===== config.mk =====
export PLATFORM = sky130hd
export DESIGN_NAME = shift_xfer_ctrl
export DESIGN_NICKNAME = d
export VERILOG_FILES = /design/src/rtl/shift_pkg.sv /design/src/rtl/shift_xfer_ctrl.sv
export SDC_FILE = /design/constraint.sdc
export NUM_CORES = 1
export LEC_CHECK = 0
export CAP_MARGIN = 20
export CORE_ASPECT_RATIO = 0.75
export CORE_UTILIZATION = 35
export CTS_CLUSTER_DIAMETER = 30
export DETAILED_ROUTE_END_ITERATION = 7
export HOLD_SLACK_MARGIN = 0.03
export PLACE_DENSITY_LB_ADDON = 0.12
export SLEW_MARGIN = 10
export SYNTH_ARGS = -nofsm -noshare
export SYNTH_HDL_FRONTEND = slang
export SYNTH_SLANG_ARGS = --single-unit

===== constraint.sdc =====
create_clock -name clk -period 1.38 [get_ports clk]
set_input_delay 0.207 -clock clk [delete_from_list [all_inputs] [get_ports clk]]
set_output_delay 0.207 -clock clk [all_outputs]
set_load 0.02 [all_outputs]

===== src/rtl/shift_pkg.sv =====
// Shared definitions for the universal shift register and its transfer controller.
package shift_pkg;

    localparam logic [1:0] CTRL_HOLD = 2'b00;
    localparam logic [1:0] CTRL_SHL  = 2'b01;
    localparam logic [1:0] CTRL_SHR  = 2'b10;
    localparam logic [1:0] CTRL_LOAD = 2'b11;

    localparam logic DIR_LEFT  = 1'b0;
    localparam logic DIR_RIGHT = 1'b1;

    typedef enum logic [1:0] {
        IDLE  = 2'd0,
        LOAD  = 2'd1,
        SHIFT = 2'd2,
        DONE  = 2'd3
    } xfer_state_t;

    // Register control code for one shift step in the given direction.
    function automatic logic [1:0] shift_ctrl(input logic dir);
        return (dir == DIR_RIGHT) ? CTRL_SHR : CTRL_SHL;
    endfunction

endpackage


===== src/rtl/shift_xfer_ctrl.sv =====
// Sequences one full-duplex N-bit exchange through an attached universal shift register:
// load the request word, shift N times (sout out, sin in), then hand back the captured word.
module shift_xfer_ctrl
    import shift_pkg::*;
#(
    parameter int unsigned N = 8
) (
    input  logic         clk,
    input  logic         reset,
    input  logic         req_valid,
    output logic         req_ready,
    input  logic [N-1:0] req_data,
    input  logic         req_dir,
    input  logic         sin,
    output logic         sout,
    output logic [1:0]   ctrl,
    output logic [N-1:0] d,
    input  logic [N-1:0] q,
    output logic         rsp_valid,
    input  logic         rsp_ready,
    output logic [N-1:0] rsp_data,
    output logic         busy
);

    localparam int unsigned CNT_W = $clog2(N + 1);
    localparam logic [CNT_W-1:0] CNT_LAST = CNT_W'(N - 1);

    xfer_state_t      state, state_next;
    logic [CNT_W-1:0] cnt, cnt_next;
    logic [N-1:0]     word, word_next;
    logic             dir, dir_next;

    // State, bit counter and latched request.
    always_ff @(posedge clk or posedge reset) begin
        if (reset) begin
            state <= IDLE;
            cnt   <= '0;
            word  <= '0;
            dir   <= DIR_LEFT;
        end else begin
            state <= state_next;
            cnt   <= cnt_next;
            word  <= word_next;
            dir   <= dir_next;
        end
    end

    // Next state and register control; d must follow sin in the same cycle it is shifted in.
    always_comb begin
        state_next = state;
        cnt_next   = cnt;
        word_next  = word;
        dir_next   = dir;
        req_ready  = 1'b0;
        ctrl       = CTRL_HOLD;
        d          = '0;
        rsp_valid  = 1'b0;
        busy       = 1'b1;

        case (state)
            IDLE: begin
                req_ready = 1'b1;
                busy      = 1'b0;
                if (req_valid) begin
                    word_next  = req_data;
                    dir_next   = req_dir;
                    state_next = LOAD;
                end
            end
            LOAD: begin
                ctrl       = CTRL_LOAD;
                d          = word;
                cnt_next   = '0;
                state_next = SHIFT;
            end
            SHIFT: begin
                ctrl = shift_ctrl(dir);
                if (dir == DIR_RIGHT) begin
                    d[N-1] = sin;
                end else begin
                    d[0] = sin;
                end
                cnt_next = cnt + CNT_W'(1);
                if (cnt == CNT_LAST) begin
                    state_next = DONE;
                end
            end
            DONE: begin
                rsp_valid = 1'b1;
                if (rsp_ready) begin
                    state_next = IDLE;
                end
            end
            default: begin
                state_next = IDLE;
            end
        endcase
    end

    assign rsp_data = q;
    assign sout     = (dir == DIR_RIGHT) ? q[0] : q[N-1];

endmodule

==> load_flow_metrics.sql <==
INSERT INTO impl_metrics (metric_group, metric, value, unit) VALUES
('finish', 'diodes', '0', ''),
('job', 'cap_violations', '0', ''),
('finish', 'fillers', '200', ''),
('sta', 'worst_slew_pin_tran', '269', 'ps'),
('setup_path', 'timing.critical_path.slowest_cell_delay', '400', 'ps'),
('floorplanning', 'starting_density_of_the_core', '37.2', '%'),
('grt', 'first_global_vias', '689', ''),
('setup_path', 'timing.critical_path.fanout_max', '5', ''),
('routing', 'drt-initial-drc-count', '12', ''),
('sta', 'timing.clock.skew', '4.56', 'ps'),
('power_and_ir_drop', 'pwr-share-comb', '72.2', '%'),
('synth', 'post_synth_inst_count', '82', ''),
('clock_network', 'cts-buffers-inserted', '3', ''),
('power_and_ir_drop', 'portion_of_total_power_attributed_to_sequential_cells', '20.8', '%'),
('clock_network', 'cts-root-to-sink-buffers', '2', ''),
('power_and_ir_drop', 'irDropWorstVdd', '1.18', 'mV'),
('synth', 'synth_area_leader_cell', 'sky130_fd_sc_hd__dfrtp_1', ''),
('clock_network', 'clock_tree_from_tritoncts', 'done', ''),
('clock_network', 'cts_max_level', '1', ''),
('floorplanning', 'fp.dieArea', '2660', 'sq um'),
('finish', 'final_nets', '156', ''),
('setup_path', 'worst_path_slowest_cell', 'sky130_fd_sc_hd__dfrtp_1', ''),
('power_and_ir_drop', 'clkPwrFrac', '7.0', '%'),
('synth', 'synthesized_area_per_cell', '10.5', 'sq um'),
('sta', 'relSlewSlack', '82.1', '%'),
('clock_network', 'ctsHoldBuffers', '0', ''),
('clock_network', 'cts_sinks', '15', ''),
('routing', 'avgViaCountPerCell', '4.63', ''),
('clock_network', 'clock_insertion_delay_worst_skew', '290', 'ps'),
('power_and_ir_drop', 'power_density', '2440', 'nW/um^2'),
('synth', 'mappedNetlistArea', '860', 'sq um'),
('setup_path', 'timing.critical_path.arrival', '1530', 'ps'),
('grt', 'grt_first_pass_wirelength', '3.31', 'mm'),
('place', 'place.port_buffers', '31', ''),
('routing', 'drt_wl_total', '2.06', 'mm'),
('sta', 'setup_ws', '-353', 'ps'),
('routing', 'antenna_violating_nets_left', '0', ''),
('sta', 'clock.fmax', '577', 'MHz'),
('floorplanning', 'floorplan.die.height', '44.9', 'microns'),
('clock_network', 'cts.reportedPaths.clkPinSlew', '90', 'ps'),
('grt', 'grt_remaining_overflow', '0', ''),
('setup_path', 'cp.required', '1170', 'ps'),
('clock_network', 'cts.root.buffer_cell', 'sky130_fd_sc_hd__clkbuf_4', ''),
('routing', 'vias', '746', ''),
('finish', 'final_layout_size_suffix_gt1_share', '56.7', '%'),
('synth', 'ys.warnings.count', '0', ''),
('floorplanning', 'core_area', '2310', 'sq um'),
('synth', 'synth-edff-count', '0', ''),
('synth', 'yosys.cell_count.top_type', 'sky130_fd_sc_hd__dfrtp_1', ''),
('sta', 'final_clock_period_utilization_by_the_worst_path', '126', '%'),
('finish', 'layout-area-overhead-vs-synth', '71.6', '%'),
('routing', 'dr.pass1.iters', '4', ''),
('place', 'finalWeightedCongestion', '0.774', ''),
('synth', 'synth_sequential_area_ratio', '43.7', '%'),
('grt', 'track_usage', '17.6', '%'),
('run_status', 'result_of_the_run', 'finished, violations left', ''),
('sta', 'setup-violations-final', '15', ''),
('setup_path', 'worst-path-buf-inv', '3', ''),
('sta', 'hold_viol_final', '0', ''),
('place', 'dpl_cell_area', '1310', 'sq um'),
('synth', 'postSynthRegisterBits', '15', ''),
('worst_hold_path', 'min-delay-path-class', 'input port to asynchronous set/reset pin', ''),
('floorplanning', 'boundaryPins', '44', ''),
('setup_path', 'worst_path_dominant_cell_family', 'flip-flops', ''),
('place', 'post-dp-hpwl', '1.53', 'mm'),
('finish', 'finalInstanceArea', '1480', 'sq um'),
('run_status', 'violations', 'setup timing', ''),
('setup_path', 'worstPathCellList', 'inv_2, ha_4, clkinvlp_4, a21oi_4, buf_6', ''),
('power_and_ir_drop', 'netSwitchingFraction', '39.5', '%'),
('synth', 'top_cells_by_instance_count_after_synthesis', 'sky130_fd_sc_hd__dfrtp_1 (15), sky130_fd_sc_hd__mux2_2 (10), sky130_fd_sc_hd__inv_1 (9)', ''),
('synth', 'synthDominantCellAreaShare', '43.7', '%');
## logic make-up (layout without fill, tap and decap cells)
| group | after synthesis | in the layout | synth area share [%] |
|---|---|---|---|
| AOI/OAI and AO/OA | 9 | 9 | 6.84 |
| adders and majority gates | 6 | 6 | 8.73 |
| buffers and inverters | 18 | 63 | 11.4 |
| DFF | 15 | 15 | 43.7 |
| muxes | 13 | 13 | 16.6 |
| and+or+nand+nor | 21 | 21 | 12.8 |
## per-stage QoR
stage / hold WS (ps) / TNS [ps] / util, % / setup WS [ps] / cells
2_1_floorplan: 108 / -46.5 / - / -23.3 / 82
3_3_place_gp: 414 / -5490 / 56.6 / -455 / 153
3_5_place_dp: 414 / -5720 / 56.6 / -455 / 153
4_1_cts: 216 / -3370 / 60.9 / -363 / 159
5_1_grt: 216 / -4830 / 63.9 / -448 / 161
6_report: 218 / -3690 / 63.9 / -353 / 161
## worst register-to-register path, cell delays in order (launching register included)
cell and delay (ps):
sky130_fd_sc_hd__dfrtp_1 400, sky130_fd_sc_hd__inv_2 80, sky130_fd_sc_hd__ha_4 290, sky130_fd_sc_hd__clkinvlp_4 180, sky130_fd_sc_hd__buf_4 200, sky130_fd_sc_hd__buf_4 130, sky130_fd_sc_hd__a211o_2 310
## timing repair
item,in CTS,in global routing
gates resized for setup,98,13
setup endpoints to repair,19,27
pin swaps,6,2
setup buffers,2,2
## sequential cells by signal (all words and copies together), names as in the netlist
signal and flops:
dir 1, state 2, word 8, cnt 4
## cell usage in the layout, fill, tap and decap left out
cell type / Yosys / final
sky130_fd_sc_hd__and3_2: 1 / 1
sky130_fd_sc_hd__dlygate4sd2_1: 0 / 2
sky130_fd_sc_hd__mux2_2: 10 / 9
sky130_fd_sc_hd__a32oi_2: 0 / 1
sky130_fd_sc_hd__ha_4: 0 / 2
sky130_fd_sc_hd__a211o_2: 1 / 1
sky130_fd_sc_hd__mux2_4: 0 / 1
sky130_fd_sc_hd__nand2_1: 3 / 2
sky130_fd_sc_hd__and2_4: 0 / 6
sky130_fd_sc_hd__ha_1: 6 / 2
sky130_fd_sc_hd__nor2b_1: 1 / 1
sky130_fd_sc_hd__buf_6: 0 / 18
sky130_fd_sc_hd__nand3_1: 4 / 4
sky130_fd_sc_hd__buf_4: 8 / 14
sky130_fd_sc_hd__o21ai_0: 3 / 3
sky130_fd_sc_hd__clkinvlp_4: 0 / 1
sky130_fd_sc_hd__nor2_4: 0 / 2
sky130_fd_sc_hd__mux2i_4: 0 / 1
sky130_fd_sc_hd__buf_12: 0 / 1
sky130_fd_sc_hd__inv_2: 0 / 3
sky130_fd_sc_hd__clkbuf_1: 1 / 1
sky130_fd_sc_hd__nor3_1: 1 / 1
sky130_fd_sc_hd__mux2i_2: 0 / 1
sky130_fd_sc_hd__a21oi_2: 0 / 2
sky130_fd_sc_hd__nor2_2: 0 / 1
sky130_fd_sc_hd__dfrtp_1: 15 / 15
sky130_fd_sc_hd__clkbuf_4: 0 / 3
sky130_fd_sc_hd__a21oi_4: 0 / 1
sky130_fd_sc_hd__nand2_2: 0 / 1
sky130_fd_sc_hd__inv_1: 9 / 5
sky130_fd_sc_hd__nand3b_1: 1 / 1
sky130_fd_sc_hd__nor2_1: 4 / 1
sky130_fd_sc_hd__a222oi_1: 1 / 1
sky130_fd_sc_hd__ha_2: 0 / 2
sky130_fd_sc_hd__clkdlybuf4s50_1: 0 / 15
sky130_fd_sc_hd__mux2i_1: 3 / 1
## final cells by class
type	instances	area (sq um)	area share, %
timing repair buffer	50	495	33.6
clock buffer	4	26.3	1.78
tap	34	42.5	2.88
multi-input combinational	49	498	33.8
sequential	15	375	25.4
inverter	9	37.5	2.54
## layer usage
layer	part of all wire [%]	vias up	track usage, %	wire length, microns
met5	0	-	0	0
met4	1.4	0	5.71	29
met3	7.9	9	7.16	164
met2	45	28	27.6	932
met1	45	345	22.1	937
li1	-	364	-	-
## power groups by stage
| stage | clock, mW | sequential [mW] | combinational [mW] |
|---|---|---|---|
| after CTS | 0.268 | 0.751 | 2.31 |
| after floorplan | 0 | 0.724 | 1.12 |
| after detailed placement | 0 | 0.742 | 2.02 |
| after global placement | 0 | 0.724 | 1.98 |
| final | 0.251 | 0.747 | 2.59 |
| after global routing | 0.293 | 0.768 | 2.77 |
## path summary, 6_finish.rpt
kind / startpoint / end / slack (ps) / cells past startpoint
min in group clk: q[5] / rsp_data[5] / 410 / 0
max in group asynchronous: reset / cnt[3] / 980 / 3
worst max register to register: state[0] / cnt[3] / -320 / 6
worst min-delay path: reset / word[2] / 220 / 3
worst max-delay path: state[0] / d[0] / -350 / 5
worst min register to register: word[1] / word[1] / 510 / 1
Note: power is estimated with default switching activity, not from simulation.
